**src/rtl/dmro_serializer_pkg.sv**
```systemverilog
// Shared constants for the ETROC1 readout serializer.
// Holds the frame header, PRBS seed, scrambler/PRBS tap positions, word and
// payload widths, and a payload bit-reversal helper.
package dmro_pkg;

    localparam int unsigned WORD_BITS = 32;
    localparam int unsigned DATA_BITS = 30;

    localparam logic [1:0] HEADER    = 2'b10;
    localparam logic [6:0] PRBS_SEED = 7'h7F;

    // Scrambler x^58+x^39+1: feedback from state bits 57 and 38.
    localparam int unsigned SCR_BITS   = 58;
    localparam int unsigned SCR_TAP_HI = 57;
    localparam int unsigned SCR_TAP_LO = 38;

    // PRBS7 x^7+x^6+1: feedback from state bits 6 and 5.
    localparam int unsigned PRBS_TAP_HI = 6;
    localparam int unsigned PRBS_TAP_LO = 5;

    function automatic logic [DATA_BITS-1:0] bit_reverse(input logic [DATA_BITS-1:0] d);
        logic [DATA_BITS-1:0] r;
        r = '0;
        for (int unsigned i = 0; i < DATA_BITS; i++) begin
            r[i] = d[DATA_BITS-1-i];
        end
        return r;
    endfunction

endpackage

```
**src/rtl/dmro_serializer_if.sv**
```systemverilog
// Bus bundle between the readout logic and the serializer.
// master: drives REVData, REVCLK, ENScr, TestMode, DataIn; receives WordStart, DataOut.
// slave : the serializer side of the same signals.
interface dmro_serializer_if;
    import dmro_pkg::*;

    logic                 REVData;
    logic                 REVCLK;
    logic                 ENScr;
    logic                 TestMode;
    logic [DATA_BITS-1:0] DataIn;
    logic                 WordStart;
    logic                 DataOut;

    modport master (
        output REVData, REVCLK, ENScr, TestMode, DataIn,
        input  WordStart, DataOut
    );

    modport slave (
        input  REVData, REVCLK, ENScr, TestMode, DataIn,
        output WordStart, DataOut
    );

endinterface

```
**src/rtl/dmro_serializer_prbs7_word.sv**
```systemverilog
// Word-wide PRBS7 (x^7+x^6+1) generator.
// Ports: clk, rst (sync, active-high, loads SEED), step (advance 32 bit-steps),
//        word (the next 32 PRBS bits, first generated bit in word[31]).
module dmro_prbs7_word
    import dmro_pkg::*;
#(
    parameter logic [6:0] SEED = PRBS_SEED
) (
    input  logic                 clk,
    input  logic                 rst,
    input  logic                 step,
    output logic [WORD_BITS-1:0] word
);

    logic [6:0] state;
    logic [6:0] state_next;

    // Unroll 32 serial LFSR steps; the word is valid before the strobe edge.
    always_comb begin : walk
        logic [6:0] s;
        logic       b;
        word       = '0;
        s          = state;
        b          = 1'b0;
        for (int unsigned k = 0; k < WORD_BITS; k++) begin
            b                   = s[PRBS_TAP_HI] ^ s[PRBS_TAP_LO];
            word[WORD_BITS-1-k] = b;
            s                   = {s[5:0], b};
        end
        state_next = s;
    end

    always_ff @(posedge clk) begin
        if (rst) begin
            state <= SEED;
        end else if (step) begin
            state <= state_next;
        end
    end

endmodule

```
**src/rtl/dmro_serializer.sv**
```systemverilog
// ETROC1 readout data serializer.
// Every 32 clocks captures a 30-bit word, optionally reverses/scrambles it,
// prefixes a header and shifts the 32-bit frame out MSB-first. Test mode sends
// PRBS7 words instead.
// Ports: CLKBit (bit clock), RST (sync, active-high),
//        bus (slave modport: REVData, REVCLK, ENScr, TestMode, DataIn in;
//             WordStart, DataOut out).
module dmro_serializer
    import dmro_pkg::*;
#(
    parameter logic [1:0] HEADER    = dmro_pkg::HEADER,
    parameter logic [6:0] PRBS_SEED = dmro_pkg::PRBS_SEED
) (
    input  logic              CLKBit,
    input  logic              RST,
    dmro_serializer_if.slave  bus
);

    logic [4:0]           count;
    logic                 word_start;
    logic [WORD_BITS-1:0] cap_frame;
    logic [WORD_BITS-1:0] shift_reg;
    logic [WORD_BITS-1:0] new_frame;
    logic [WORD_BITS-1:0] prbs_word;
    logic [SCR_BITS-1:0]  scr_state;
    logic [SCR_BITS-1:0]  scr_next;
    logic [DATA_BITS-1:0] payload;
    logic [DATA_BITS-1:0] scr_payload;
    logic                 dout_d;

    assign word_start = (count == 5'd31);

    dmro_prbs7_word #(
        .SEED (PRBS_SEED)
    ) u_prbs (
        .clk  (CLKBit),
        .rst  (RST),
        .step (word_start),
        .word (prbs_word)
    );

    assign payload = bus.REVData ? bit_reverse(bus.DataIn) : bus.DataIn;

    // Scrambler unrolled over one word in transmit order (bit 29 first). The
    // state always absorbs the transmitted bit so it stays in step with a
    // remote descrambler even while scrambling is disabled.
    always_comb begin : scramble
        logic [SCR_BITS-1:0] s;
        logic                o;
        int unsigned         i;
        scr_payload = '0;
        s           = scr_state;
        o           = 1'b0;
        i           = 0;
        for (int unsigned k = 0; k < DATA_BITS; k++) begin
            i              = DATA_BITS - 1 - k;
            o              = payload[i] ^ (bus.ENScr & (s[SCR_TAP_LO] ^ s[SCR_TAP_HI]));
            scr_payload[i] = o;
            s              = {s[SCR_BITS-2:0], o};
        end
        scr_next = s;
    end

    assign new_frame = bus.TestMode ? prbs_word : {HEADER, scr_payload};

    // Two-deep frame pipeline: the capture register decouples DataIn timing
    // from the frame currently on the wire.
    always_ff @(posedge CLKBit) begin
        if (RST) begin
            count     <= '0;
            cap_frame <= '0;
            shift_reg <= '0;
            scr_state <= '0;
            dout_d    <= 1'b0;
        end else begin
            count  <= count + 5'd1;
            dout_d <= shift_reg[WORD_BITS-1];
            if (word_start) begin
                shift_reg <= cap_frame;
                cap_frame <= new_frame;
                scr_state <= scr_next;
            end else begin
                shift_reg <= {shift_reg[WORD_BITS-2:0], 1'b0};
            end
        end
    end

    assign bus.WordStart = word_start;
    assign bus.DataOut   = bus.REVCLK ? dout_d : shift_reg[WORD_BITS-1];

endmodule

```
**src/flat_wrapper.sv**
```systemverilog
// flat-port wrapper written by rule: the top's interface ports become plain ports
module dmro_serializer_flat import dmro_pkg::*;
#(
    parameter logic [1:0] HEADER    = dmro_pkg::HEADER,
    parameter logic [6:0] PRBS_SEED = dmro_pkg::PRBS_SEED
)
  (CLKBit, RST, bus_REVData, bus_REVCLK, bus_ENScr, bus_TestMode, bus_DataIn, bus_WordStart, bus_DataOut);
  dmro_serializer_if bus_i ();
  input  logic CLKBit;
  input  logic RST;
  input wire logic [$bits(bus_i.REVData)-1:0] bus_REVData;
  input wire logic [$bits(bus_i.REVCLK)-1:0] bus_REVCLK;
  input wire logic [$bits(bus_i.ENScr)-1:0] bus_ENScr;
  input wire logic [$bits(bus_i.TestMode)-1:0] bus_TestMode;
  input wire logic [$bits(bus_i.DataIn)-1:0] bus_DataIn;
  output wire logic [$bits(bus_i.WordStart)-1:0] bus_WordStart;
  output wire logic [$bits(bus_i.DataOut)-1:0] bus_DataOut;
  assign bus_i.REVData = bus_REVData;
  assign bus_i.REVCLK = bus_REVCLK;
  assign bus_i.ENScr = bus_ENScr;
  assign bus_i.TestMode = bus_TestMode;
  assign bus_i.DataIn = bus_DataIn;
  assign bus_WordStart = bus_i.WordStart;
  assign bus_DataOut = bus_i.DataOut;
  dmro_serializer #(.HEADER(HEADER), .PRBS_SEED(PRBS_SEED)) u_core (.CLKBit(CLKBit), .RST(RST), .bus(bus_i));
endmodule
```
**config.mk**
```make
export PLATFORM = sky130hd
export DESIGN_NAME = dmro_serializer_flat
export DESIGN_NICKNAME = d
export VERILOG_FILES = /design/src/rtl/dmro_serializer_pkg.sv /design/src/rtl/dmro_serializer_if.sv /design/src/rtl/dmro_serializer_prbs7_word.sv /design/src/rtl/dmro_serializer.sv /design/src/flat_wrapper.sv
export SDC_FILE = /design/constraint.sdc
export NUM_CORES = 1
export LEC_CHECK = 0
export CELL_PAD_IN_SITES_DETAIL_PLACEMENT = 1
export CELL_PAD_IN_SITES_GLOBAL_PLACEMENT = 1
export CORE_ASPECT_RATIO = 1.75
export CORE_MARGIN = 3
export CORE_UTILIZATION = 51
export CTS_BUF_LIST = sky130_fd_sc_hd__clkbuf_8
export DETAILED_ROUTE_END_ITERATION = 10
export DONT_BUFFER_PORTS = 1
export GPL_ROUTABILITY_DRIVEN = 1
export PLACE_DENSITY = 0.93
export SKIP_CTS_REPAIR_TIMING = 1
export SLEW_MARGIN = 20
export SYNTH_ARGS = -nofsm -noshare
export SYNTH_HDL_FRONTEND = slang
export SYNTH_SLANG_ARGS = --single-unit
```
**constraint.sdc**
```tcl
create_clock -name CLKBit -period 2.5 [get_ports CLKBit]
set_clock_uncertainty 0.1 [all_clocks]
set_input_delay 0.375 -clock CLKBit [delete_from_list [all_inputs] [get_ports CLKBit]]
set_output_delay 0.375 -clock CLKBit [all_outputs]
set_load 0.03 [all_outputs]
```
==> results of run 1 <==
==> kinds of logic after synthesis <==
logic type                 synth area share
AOI/OAI and AO/OA                     0.171
buffers and inverters                0.0506
muxes                                0.0935
adders and majority gates           0.00376
and+or+nand+nor                       0.175
xor gates and xnor gates              0.100
DFF                                   0.406
==> layer usage <==
layer | track usage | up-vias | wire length [um]
met2 | 0.567 | 312 | 11800
li1 | - | 2559 | -
met5 | 0 | - | 0
met1 | 0.331 | 2881 | 7990
met4 | 0.233 | 0 | 1970
met3 | 0.0684 | 128 | 1310
==> layout make-up <==
class,count,area (um^2)
Inverter,10,37.5
Fill cell,1413,5370
Clock buffer,19,262
Antenna cell,2,5.00
Clock inverter,12,200
Multi-Input combinational cell,540,3620
Timing Repair Buffer,22,223
Tap cell,168,210
Sequential cell,135,2700
==> power breakdown <==
group / internal [W] / leakage, nW / total (W) / switching (W)
combinational: 0.0000741 / 1.41 / 0.000173 / 0.0000984
sequential: 0.00215 / 1.09 / 0.00216 / 0.00000312
clock: 0.00123 / 0.224 / 0.00216 / 0.000928
==> worst paths after layout <==
path	depth (start not counted)	to	slack [ps]	start
max	7	u_core.scr_state[19]	70	u_core.count[0]
min	1	u_core.scr_state[22]	-120	RST
max reg2reg	7	u_core.scr_state[19]	70	u_core.count[0]
min reg2reg	2	u_core.shift_reg[10]	380	u_core.shift_reg[9]
==> placed cells by master (no fill, tap or decap), drive strengths merged, types with 2 or more instances in the layout <==
master,count
bufinv,5
nor2,94
xnor2,26
nand3,43
inv,9
ha,2
clkbuf,19
o32ai,15
a22oi,6
o211ai,28
a21boi,2
a311oi,7
or3,2
xor2,40
and2,28
a211oi,3
o21ai,4
mux2i,61
nor2b,32
a21oi,51
dlygate4sd3,15
diode,2
o21bai,7
a211o,29
clkinv,5
buf,7
clkinvlp,3
dfxtp,135
a21o,7
nand2,46
==> worst max-delay path, delay by kind of cell (launching register included) <==
| kind | cells | cell delay [ps] |
|---|---|---|
| buf+inv | 2 | 920 |
| simple gates | 2 | 400 |
| fa+ha+maj | 2 | 400 |
| flops | 1 | 370 |
| compound gates | 1 | 180 |
==> stage by stage <==
stage                     hold WS (ps)  total power (W)  area [um^2]
after floorplan                    318          0.00238         6650
after global placement             329          0.00235         6640
after detailed placement           350          0.00236         6640
after CTS                         -134          0.00447         7100
after global routing              -138          0.00459         7260
final                             -118          0.00449         7260
==> out/qor.csv, run 1 <==
metric,value,unit
end_kind,flip-flop,
dieArea,14500,um^2
clk_pin_slew,100,ps
synth-main-ff-cell,dfxtp_1,
outcome,"finished, violations left",
antenna_found_initial,0,
arrival,2730,ps
place_ws,365,ps
synth_commonest_cells,"135 x dfxtp_1, 93 x nor2_1, 61 x mux2i_1, 51 x a21oi_1, 46 x nand2_1",
async_flop_share,0,
slew_headroom,0.508,
grt_pass1_vias,6232,
die_w,92.3,um
yosys_warnings,0,
largest_reg_flops,58,
num_rows,54,
power_density,618,nW/um^2
avgSynthCellArea,8.95,um^2
clock-root-buffer,clkbuf_8,
slowest_delay,570,ps
netlist_area,6650,um^2
clock-sinks,135,
p_leak,2.72,nW
routed_wl,23.0,mm
htree_levels,4,
crit_fanout,24,
maxCapViolCount,0,
ant_nets,0,
synth_nets,781,
synth-edff-count,0,
place_hpwl,14.0,mm
finalSetupTns,0,ps
grt_overflow,0,
initial_core_util,0.526,
drc,0,
clk-insertion-delay-late,470,ps
core_area,12600,um^2
via_per_inst,6.48,
fin_crit_sh,0.972,
cpMaxStageDelayCell,dlygate4sd3_1,
crit_type,flip-flop to flip-flop,
clk_path_buf_depth,2,
worst_slack,69.4,ps
fin_cells,908,
fin_nets,764,
dr.pass1.iters,5,
dp_cells,860,
synth_area_leader_cell,dfxtp_1,
setup_violations,0,
area_delta_synth_final,9.22,%
synth-seq-cells,135,
vias,5880,
crit_chain,ha_1 -> and3_1 -> ha_4 -> buf_4 -> nand3_1 -> a21oi_1 -> dlygate4sd3_1,
boundaryPins,38,
drive_gt1_frac,0.0718,
slew_viol_final,0,
routabilityCongestion,0.885,
synth_most_common_cell,dfxtp_1,
portBuffers,0,
fin_util,0.575,
grt_usage,0.321,
yosysSeqAreaShare,0.406,
worst_setup_path_start_kind,flip-flop,
whs,-118,ps
hold_violations,37,
cts_tree,yes,
grt_max_degree,137,
cts_made_buffers,17,
grt_first_pass_wirelength,35.3,mm
synth.area.top_cells,"dfxtp_1 41%, mux2i_1 9.2%, nor2_1 5.3%",
tightest_slew,738,ps
dieHeight,157,um
max_freq,411,MHz
drtIter0Drc,437,
failed_checks,negative hold slack,
cp.required,2800,ps
vdd_ir_drop_max,433,uV
worst_hold_path_type,input port to flip-flop,
yosys.cell_types.count,43,
fin_crit,2430,ps
synth_top_area_frac,0.406,
routedWlPerCell,25.3,um
synth_cells,743,
(Power assumes the default switching activity.)
==> run 2, diff against run 1 <==
--- a/config.mk
+++ b/config.mk
@@ -5,6 +5,7 @@
 export SDC_FILE = /design/constraint.sdc
 export NUM_CORES = 1
 export LEC_CHECK = 0
+export CAP_MARGIN = 10
 export CELL_PAD_IN_SITES_DETAIL_PLACEMENT = 1
 export CELL_PAD_IN_SITES_GLOBAL_PLACEMENT = 1
 export CORE_ASPECT_RATIO = 1.75
==> results of run 2 <==
The final DEF is identical to that of run 1; final timing and power are the same.
==> edit (settings of run 2) <==
Make the reset (`RST` and `rst`) asynchronous in 2 clocked blocks.
--- a/src/rtl/dmro_serializer_prbs7_word.sv
+++ b/src/rtl/dmro_serializer_prbs7_word.sv
@@ -32,3 +32,3 @@
 
-    always_ff @(posedge clk) begin
+    always_ff @(posedge clk or posedge rst) begin
         if (rst) begin
--- a/src/rtl/dmro_serializer.sv
+++ b/src/rtl/dmro_serializer.sv
@@ -67,3 +67,3 @@
     // from the frame currently on the wire.
-    always_ff @(posedge CLKBit) begin
+    always_ff @(posedge CLKBit or posedge RST) begin
         if (RST) begin
Behaviour: no difference found for any inputs over 10 cycles, from zero or initial values and one cycle with RST high; that may be too few to reach the edited logic, so the function may still have changed.
==> edit against run 2 <==
The run still ends with hold timing left. Count of clock-buffer cells in the layout increased by 1. Via count decreased by 20%. Global-route usage shrank 4.6 points. Die area up 2.9%. Final area increased by 1.1%. Area after synthesis rose by 3.0%. Cell count fell by 16%. Register-to-register slack improved by 0.32 ns. Sequential cell count is the same. Routed wire length fell by 14%. Worst setup slack better by 0.033 ns. Critical endpoint is now bus_WordStart. Largest cell class is now registers. Highest routed layer unchanged.
Power is not compared: it rests on default switching activity, and its combinational part moved more than twofold at a synthesized area within 25%.
==> edit: results (changes against run 2) <==
Status
  – Failing checks: hold timing
  – Status: finished with violations

STA
  – Fin Hold WS: -0.0155 ns (+0.103 ns)
  – Hold Vio Cnt, Final: 3 (-92%)

Critical path
  – Reg2reg end: u_core.scr_state[45]
  – Critical Path AT: 1.92 ns (-0.81 ns)
  – Worst Path Max Fanout: 35 (+46%)
  – CP peak stage delay: 0.42 ns (-0.15 ns)
  – Worst R2R Setup Slack: 0.39 ns (+0.32 ns)

Synthesis
  – Post-Synth Adder-Cell Area: 0.00365 (-0.000110)
  – Synthesized area per cell: 11.5 sq um (+29%)
  – Top cells by area, synth: dfrtp_1, mux2_2, xnor2_1, mux2i_1, xor2_1
  – Post-Synth XOR/XNOR Area: 0.102 (+0.00219)
  – Synth Net Count: 633 (-19%)
  – Synth unique cells: 40 (-7.0%)
  – Commonest cells in the netlist: dfrtp_1, mux2_2, xnor2_1
  – Area fraction in compound gates after synthesis: 0.104 (-0.0664)

CTS
  – Clk pin slew, worst setup/hold paths: 0.08 ns (-0.02 ns)

Detailed routing
  – Vias: 4690 (-20%)
  – Routed len/inst: 25.8 um (+1.6%)

Cells and area
  – Layout cells sized above 1: 0.214 (+0.142)
  – Final net count: 620 (-19%)

Placement
  – Post-Place Cell Area: 6920 sq um (+4.3%)
  – RD Place Congestion: 0.857 (-3.1%)

Global route
  – Largest net degree at the start of global routing: 136 (-0.73%)
  – Vias in the first global route: 5411 (-13%)

Min path
  – Min-delay src: bus_TestMode
  – Hold depth: 2 (+1)
  – Worst Hold End: u_core.cap_frame[20]
==> edit: cell types whose count changed in the layout (fill, tap and decap cells not counted), sizes merged, moves of 22 or more <==
cell | before | now
a211o | 29 | 0
and2 | 28 | 1
dfrtp | 0 | 128
dfxtp | 135 | 0
mux2 | 1 | 73
mux2i | 61 | 30
nand2 | 46 | 9
nand3 | 43 | 21
nor2 | 94 | 14
nor2b | 32 | 2
o211ai | 28 | 0
o21ai | 4 | 39
==> edit: through the flow <==
stage / setup slack [ns] / total power [uW]
after global routing: 0.00820 / 4750
after CTS: 0.0901 / 4600
after detailed placement: 0.417 / 2770
after global placement: 0.556 / 2730
final: 0.102 / 4600
after floorplan: 0.328 / 2660
==> edit: routing by layer <==
| layer | routed length, um | GRT usage |
|---|---|---|
| met2 | 10300 | 0.464 |
| met4 | 1400 | 0.191 |
| met5 | 0 | 0 |
| met3 | 844 | 0.0534 |
| met1 | 7110 | 0.307 |
==> edit: worst max path at each step <==
stage	start	to	slack [ns]	cells past startpoint
floorplan	u_core.count[0]	u_core.scr_state[34]	0.33	7
global placement	u_core.count[0]	u_core.scr_state[45]	0.56	5
detailed placement	u_core.count[0]	u_core.scr_state[34]	0.42	5
CTS	u_core.count[0]	bus_WordStart	0.09	4
global route	u_core.count[0]	bus_WordStart	0.008	4
finish	u_core.count[0]	bus_WordStart	0.10	4
==> edit: kinds of logic (layout without fill, tap and decap cells) <==
family | count (synthesis) | in the layout
flip-flops | 135 | 135
AO/OA/AOI/OAI | 116 | 116
multiplexers | 103 | 103
AND/OR/NAND/NOR | 101 | 101
XOR/XNOR | 71 | 71
buffers and inverters | 67 | 66
adder cells (fa/ha/maj) | 2 | 2
==> edit: layout make-up <==
class | count | area [sq um]
inverter | 25 | 97.6
fill | 1324 | 5660
clock inverter | 11 | 125
sequential | 135 | 3390
timing repair buffer | 10 | 105
clock buffer | 20 | 275
multi-input combinational | 393 | 3140
tap | 171 | 214
==> edit: critical path, delay by kind of cell, from the launching register on <==
family	cells	cell delay [ns]
buffers and inverters	1	0.42
adder cells (fa/ha/maj)	2	0.40
flip-flops	1	0.39
AND/OR/NAND/NOR	1	0.23
==> edit: where the power goes <==
part,internal (uW),switching (uW),leakage [uW]
registers,2280,91.3,0.00162
clock network,957,893,0.000189
logic,159,224,0.00134
total,3390,1210,0.00314
